## config.mk

```make
export PLATFORM = sky130hd
export DESIGN_NAME = periph_bus_arbiter
export DESIGN_NICKNAME = d
export VERILOG_FILES = /design/src/rtl/periph_bus_arbiter.sv
export SDC_FILE = /design/constraint.sdc
export NUM_CORES = 1
export LEC_CHECK = 0
export BUFFER_PORTS_ARGS = -buffer_cell sky130_fd_sc_hd__buf_2
export CAP_MARGIN = 20
export CORE_AREA = 5 5 115 117
export DETAILED_ROUTE_END_ITERATION = 12
export DIE_AREA = 0 0 120 122
export PLACE_DENSITY = 0.77
export SETUP_SLACK_MARGIN = 0.02
export SYNTH_ARGS = -nofsm -noshare
export SYNTH_HDL_FRONTEND = slang
export SYNTH_SLANG_ARGS = --single-unit
```

## constraint.sdc

```tcl
create_clock -name clk -period 2.8 [get_ports clk]
set_input_delay 0.14 -clock clk [delete_from_list [all_inputs] [get_ports clk]]
set_output_delay 0.14 -clock clk [all_outputs]
set_load 0.1 [all_outputs]
```

## src/rtl/periph_bus_arbiter.sv

```systemverilog
// periph_bus_arbiter: two-master arbiter for the shared memory-mapped peripheral bus.
// Build option: define ARB_FIXED_PRIO_EN for fixed master-0 priority instead of round-robin.
module periph_bus_arbiter #(
  parameter int AW       = 32,
  parameter int DW       = 32,
  parameter int MAX_LOCK = 4
) (
  input  logic          clk,
  input  logic          reset,

  input  logic          m0_req,
  input  logic          m0_lock,
  input  logic          m0_rd,
  input  logic          m0_wr,
  input  logic [AW-1:0] m0_addr,
  input  logic [DW-1:0] m0_wdata,
  output logic          m0_gnt,
  output logic          m0_done,
  output logic [DW-1:0] m0_rdata,

  input  logic          m1_req,
  input  logic          m1_lock,
  input  logic          m1_rd,
  input  logic          m1_wr,
  input  logic [AW-1:0] m1_addr,
  input  logic [DW-1:0] m1_wdata,
  output logic          m1_gnt,
  output logic          m1_done,
  output logic [DW-1:0] m1_rdata,

  output logic          s_rd,
  output logic          s_wr,
  output logic [AW-1:0] s_addr,
  output logic [DW-1:0] s_wdata,
  input  logic [DW-1:0] s_rdata
);

  typedef enum logic [1:0] {
    IDLE = 2'd0,
    ACC  = 2'd1,
    RSP  = 2'd2
  } state_t;

  // lock_cnt counts extra accesses already granted; reaching this value forces release
  localparam logic [3:0] LOCK_LAST = 4'(MAX_LOCK - 1);

  state_t        state, state_next;
  logic          owner, owner_next;
  logic          rr_last, rr_last_next;
  logic [3:0]    lock_cnt, lock_cnt_next;
  logic [DW-1:0] m0_rdata_q, m1_rdata_q;

  logic          own_req;
  logic          own_lock;
  logic          own_rd;
  logic          own_wr;
  logic [AW-1:0] own_addr;
  logic [DW-1:0] own_wdata;
  logic          winner;
  logic [DW-1:0] capture;

  always_comb begin
    own_req   = owner ? m1_req   : m0_req;
    own_lock  = owner ? m1_lock  : m0_lock;
    own_rd    = owner ? m1_rd    : m0_rd;
    own_wr    = owner ? m1_wr    : m0_wr;
    own_addr  = owner ? m1_addr  : m0_addr;
    own_wdata = owner ? m1_wdata : m0_wdata;
  end

  // Only meaningful when at least one master is requesting
  always_comb begin
`ifdef ARB_FIXED_PRIO_EN
    winner = ~m0_req;
`else
    winner = (m0_req && m1_req) ? ~rr_last : m1_req;
`endif
  end

  always_comb begin
    state_next    = state;
    owner_next    = owner;
    rr_last_next  = rr_last;
    lock_cnt_next = lock_cnt;
    case (state)
      IDLE: begin
        if (m0_req || m1_req) begin
          owner_next = winner;
          state_next = ACC;
        end
      end
      ACC: begin
        state_next = RSP;
      end
      RSP: begin
        if (own_req && own_lock && (lock_cnt < LOCK_LAST)) begin
          lock_cnt_next = lock_cnt + 4'd1;
          state_next    = ACC;
        end else begin
          rr_last_next  = owner;
          lock_cnt_next = 4'd0;
          state_next    = IDLE;
        end
      end
      default: begin
        state_next = IDLE;
      end
    endcase
  end

  // Slave side is driven only during the single ACC cycle; write wins over read
  always_comb begin
    s_rd    = 1'b0;
    s_wr    = 1'b0;
    s_addr  = '0;
    s_wdata = '0;
    if (state == ACC) begin
      s_wr    = own_wr;
      s_rd    = own_rd & ~own_wr;
      s_addr  = own_addr;
      s_wdata = own_wdata;
    end
  end

  assign capture = s_rd ? s_rdata : '0;

  always_ff @(posedge clk) begin
    if (reset) begin
      state    <= IDLE;
      owner    <= 1'b0;
      rr_last  <= 1'b1;
      lock_cnt <= 4'd0;
    end else begin
      state    <= state_next;
      owner    <= owner_next;
      rr_last  <= rr_last_next;
      lock_cnt <= lock_cnt_next;
    end
  end

  // Read data is latched at the end of ACC and held until that master's next access
  always_ff @(posedge clk) begin
    if (reset) begin
      m0_rdata_q <= '0;
      m1_rdata_q <= '0;
    end else if (state == ACC) begin
      if (owner) begin
        m1_rdata_q <= capture;
      end else begin
        m0_rdata_q <= capture;
      end
    end
  end

  assign m0_gnt   = ((state == ACC) || (state == RSP)) && !owner;
  assign m1_gnt   = ((state == ACC) || (state == RSP)) &&  owner;
  assign m0_done  = (state == RSP) && !owner;
  assign m1_done  = (state == RSP) &&  owner;
  assign m0_rdata = m0_rdata_q;
  assign m1_rdata = m1_rdata_q;

endmodule

```

# Yosys cells after proc, flatten, opt, wreduce, memory -nomap -nowiden
# Cells that the tools add are included.
dict set report word_totals {
  register_bits 72
  input_bits 170
  out_inout_bits 134
  word_cells 47
}
dict set report classes {
  addsub 1
  order_cmp 1
  eq_ne 3
  n_mux 16
  bitwise 5
  n_reduce_logical 15
}
# op count
set op_table {}
lappend op_table {{2-to-1 mux 32 bit} 5}
lappend op_table {{2-to-1 mux 1 bit} 8}
lappend op_table {{AND reduction 2 bit} 4}
lappend op_table {{logical AND 1 bit} 7}
lappend op_table {{case mux 2 bit (3 select lines)} 1}
lappend op_table {{adder 4 x 1 -> 4 bit (second input constant)} 1}
lappend op_table {{less-than comparator 4 x 2 -> 1 bit (second input constant)} 1}
lappend op_table {{2-to-1 mux 4 bit} 1}
lappend op_table {{NOT 1 bit} 4}
lappend op_table {{equality test 2 x 1 -> 1 bit (second input constant)} 1}
lappend op_table {{equality test 2 bit (second input constant)} 1}
lappend op_table {{zero test 2 bit} 1}
lappend op_table {{logical OR 1 bit} 2}
lappend op_table {{2-to-1 mux 2 bit} 1}
lappend op_table {{inequality test 2 bit (second input constant)} 1}
lappend op_table {{AND 1 bit} 1}
lappend op_table {{zero test 1 bit} 1}

# Logic depth before layout (Yosys ltp)
dict set report depth {
  word_depth 5
  mapped_depth 6
  mapped_depth_nobuf 5
}

# Least setup slack after synthesis
# OpenSTA, ideal clock, no wires.
dict set report synth_path {
  path_type {reg-to-output}
  startpoint {register state[1]}
  endpoint {output port s_addr[0]}
  arrival_time_ns 2.485
  required_ns 2.660
  slack_ns 0.175
  path_stages_with_launch 6
  path_buffers 2
  cell_sequence {dfxtp_1 inv_1 ha_1 clkbuf_1 clkbuf_1 nor2b_1}
}
dict set report synth_via {
  elab_chain_len 2
}
# item line_no
set synth_rtl {}
lappend synth_rtl {{from (decl)} 47} ;# state_t state, state_next;
lappend synth_rtl {{from (signal assigned)} 134} ;# state <= state_next;
lappend synth_rtl {{equality test 2 x 1 -> 1 bit} 117} ;# if (state == ACC) begin
lappend synth_rtl {{2-to-1 mux 32 bit} 117}
lappend synth_rtl {{to (decl)} 33} ;# output logic [AW-1:0] s_addr,
# No other way between the ends.

# Worst setup path after layout
dict set report layout_path {
  startpoint {register state[0]}
  endpoint {output port s_wdata[9]}
}
dict set report layout_via {
  elab_chain_len 2
}
# item line_no
set layout_rtl {}
lappend layout_rtl {{equality test 2 x 1 -> 1 bit} 117}
lappend layout_rtl {{2-to-1 mux 32 bit} 117}
lappend layout_rtl {{to (decl)} 34} ;# output logic [DW-1:0] s_wdata,
# No other way between the ends.

==> results by group <==
Outcome
  – Outcome: finished clean

Detailed routing
  – Antenna viol nets, final: 0
  – DRT iter0 DRCs: approximately 180
  – DRC viols: 0
  – Router iterations before antenna repair: 4
  – Total Wirelength: approximately 15000 µm
  – Routed len/inst: 17.26 µm
  – Vias: around 4200
  – Via density: a little under 5

Clock network
  – Worst-path clk slew: roughly 0.050 ns
  – Clock sinks: between 70 and 80
  – CTS buffer count: 9
  – H-tree levels: 3
  – Hold-fix buffers, CTS: 0
  – Clock Latency Late Sink: around 0.32 ns
  – Clock tree root driver cell: clkbuf_16
  – CTS tree: yes
  – Post-CTS Setup Bufs: 0
  – Post-CTS sizing: 0
  – CTS Buffer Depth: 2

Synthesis
  – Largest family of logic cells by synthesized area: simple AND/OR/NAND/NOR gates
  – Sequential fraction of the synthesis area: 0.3818
  – Seq cells post-synth: between 70 and 80
  – Number of synthesized flops with an enable pin: 0
  – Area share of and/or/nand/nor cells after synthesis: 0.2098
  – Area leader, netlist: dfxtp_1
  – Cell count after synthesis: 415
  – Post-Synth Adder-Cell Area: 0.01989
  – Synth Area in XOR/XNOR: 0
  – Yosys top cell area share: 0.3818
  – Post-synthesis mux area share: 0.1750
  – Synth cell count leaders: 72 x dfxtp_1, 68 x nand2_1, 68 x nor2b_1
  – Synthesized cell area: about 0.0038 mm²
  – Post-synthesis area per instance: about 9.1 µm²
  – Yosys cell types: 34
  – Ys async rst share: 0
  – Synth Net Count: approximately 590
  – Top post-synthesis cells by area: dfxtp_1 38%, mux2i_1 18%, nor2b_1 11%
  – Synth warnings: 0
  – Synth Area in Compound Gates: 0.1525
  – Synth Flop Type: dfxtp_1
  – Top-count cell post-synth: dfxtp_1

Critical path
  – Crit path largest cell delay: roughly 0.64 ns
  – Setup CP Type: reg2out
  – Depth of the worst register-to-register path: 5
  – CP arrival: approximately 2.4 ns
  – Kind of cell adding the most delay to the critical path: buffers and inverters
  – Max FO, Critical Path: 41
  – CP required: 2.66 ns
  – R2R Setup Slk: a little over 0.6 ns
  – CP max-delay cell: ha_2
  – FF-to-FF Start: state[1]
  – Crit end category: primary output
  – CP startpoint kind: register
  – Reg-to-Reg End: m0_rdata[27]
  – Crit path buf inv count: 2
  – Critical path, cell by cell: ha_2 -> buf_4 -> nor2b_1 -> buf_2
  – Crit. path cell count: 4

Global routing
  – GRT overflow: 0
  – GRT Max-Usage Layer: met2
  – Global-route wire length before repair: ~22000 µm
  – Met1 GRT Util: 0.2139
  – Pin count of the biggest net entering global routing: between 40 and 50
  – Met3 usage: 0.06500
  – Initial antenna violation count: 7
  – Vias in the first global route: 4059
  – Met2 Use GR: 0.3267
  – Gr usage total: 0.1926

Pwr
  – VDD IR-drop max: around 390 µV
  – Power per cell area: 697.6 mW/mm²
  – Leak pwr: between 2 and 3 nW

Floorplan
  – Core Rows: 41
  – DIE WIDTH: approximately 120 µm
  – Top-Level Pins: 304
  – Die height: 122 µm
  – Core area: roughly 0.012 mm²
  – Die ar.: 0.01464 mm²
  – Initial Util: 0.3079

Place
  – Port Buffers: 303
  – HPWL Detailed: around 12000 µm
  – GPL Wtd Cong: around 0.88

Hold path
  – Worst min path class: in2reg
  – WHS Path Cells: 3
  – Hold Startpoint: s_rdata[22]
  – Worst Hold End: m1_rdata[22]

Final layout
  – Utilization after layout: 0.4605
  – Layout Area Growth over Synthesis: 49.55%
  – Ant diodes: 0
  – NumNets Final: between 800 and 900
  – Share of cells above drive strength 1: 0.4724

STA
  – Final Setup Violations: 0
  – Clock period minus worst slack: between 2 and 3 ns
  – Setup TNS: 0 ns
  – FMAX: between 300 and 400 MHz
  – Pins Over Slew Limit: 0
  – Final worst path period share: 0.9024
  – Worst-Margin Slew: approximately 0.85 ns
  – Slew margin rel.: 0.4360
  – Final worst clock skew: between 0.003 and 0.004 ns
  – Final Hold Viols: 0
  – Unrepaired setup endpoints after global routing: no

Run
  – Number of max-cap violations: 0
kinds of logic after synthesis:
logic type,after synthesis
DFF,72
AOI/OAI and AO/OA,76
buffers and inverters,41
muxes,66
and+or+nand+nor,154
adders and majority gates,6
registers in the layout, summed over array words and instances (netlist names):
name / cells
m0_rdata: 32
m1_rdata: 32
lock_cnt: 4
state: 2
owner: 1
rr_last: 1
layout by cell type, fill, tap and decap left out, drive strengths merged:
cell	netlist	routed
buf	24	312
dfxtp	72	72
nor2b	68	68
nand2	68	68
mux2i	66	66
a32o	32	32
o21ai	32	32
clkbuf	12	13
ha	6	6
inv	5	5
nor2	4	4
a21oi	4	4
nand3	3	3
and2	2	2
and3	2	2
clkinv	0	2
nor3b	1	1
or3b	1	1
a21bo	1	1
nor3	1	1
a21o	1	1
a41oi	1	1
a2111oi	1	1
o31ai	1	1
or3	1	1
o22ai	1	1
and4bb	1	1
a32oi	1	1
a21boi	1	1
nand4	1	1
nand3b	1	1
bufinv	0	1
metrics by stage:
| step | cell area, µm² | hold WS, ns | setup WS (ns) | cells | total power, mW |
|---|---|---|---|---|---|
| floorplan | 3775 | 0.2726 | 0.1745 | 415 | 2.501 |
| CTS | 5645 | 0.05115 | 0.2331 | 857 | 3.980 |
| global route | 5645 | 0.06112 | 0.07437 | 857 | 4.100 |
| detailed placement | 5345 | 0.3969 | 0.5845 | 841 | 2.842 |
| finish | 5645 | 0.06702 | 0.2733 | 857 | 3.939 |
| global placement | 5345 | 0.3935 | 0.6113 | 841 | 2.833 |
cell type report:
class | instances | area, µm²
clock buffer | 13 | 260.3
clock inverter | 3 | 40.04
fill | 1232 | 6615
inverter | 5 | 18.77
multi-input combinational | 302 | 2110
sequential | 72 | 1445
tap | 150 | 187.7
timing repair buffer | 312 | 1584
power breakdown:
| group | internal [mW] | switching, mW | leakage, nW |
|---|---|---|---|
| clock | 0.735 | 0.392 | 0.150 |
| sequential | 1.05 | 0.0326 | 0.582 |
| combinational | 0.368 | 1.36 | 2.09 |
| total | 2.15 | 1.78 | 2.82 |
how the worst max path moves through the flow:
stage,end,slack [ns],from
after floorplan,s_addr[0],0.17,state[1]
after global placement,m0_rdata[29],0.61,state[1]
after detailed placement,s_wdata[9],0.58,state[1]
after CTS,s_wdata[9],0.23,state[0]
after global routing,s_wdata[15],0.07,state[0]
final,s_wdata[9],0.27,state[0]
layer usage:
layer | share of wire | vias up
li1 | - | 2024
met1 | 0.37 | 1890
met2 | 0.49 | 204
met3 | 0.090 | 53
met4 | 0.044 | 12
met5 | 0.0060 | -
worst min-delay path, cell delays in order:
cell	delay, ns
buf_2	0.11
nand2_1	0.05
o21ai_1	0.05
No activity file was read; power rests on OpenSTA's default activity.
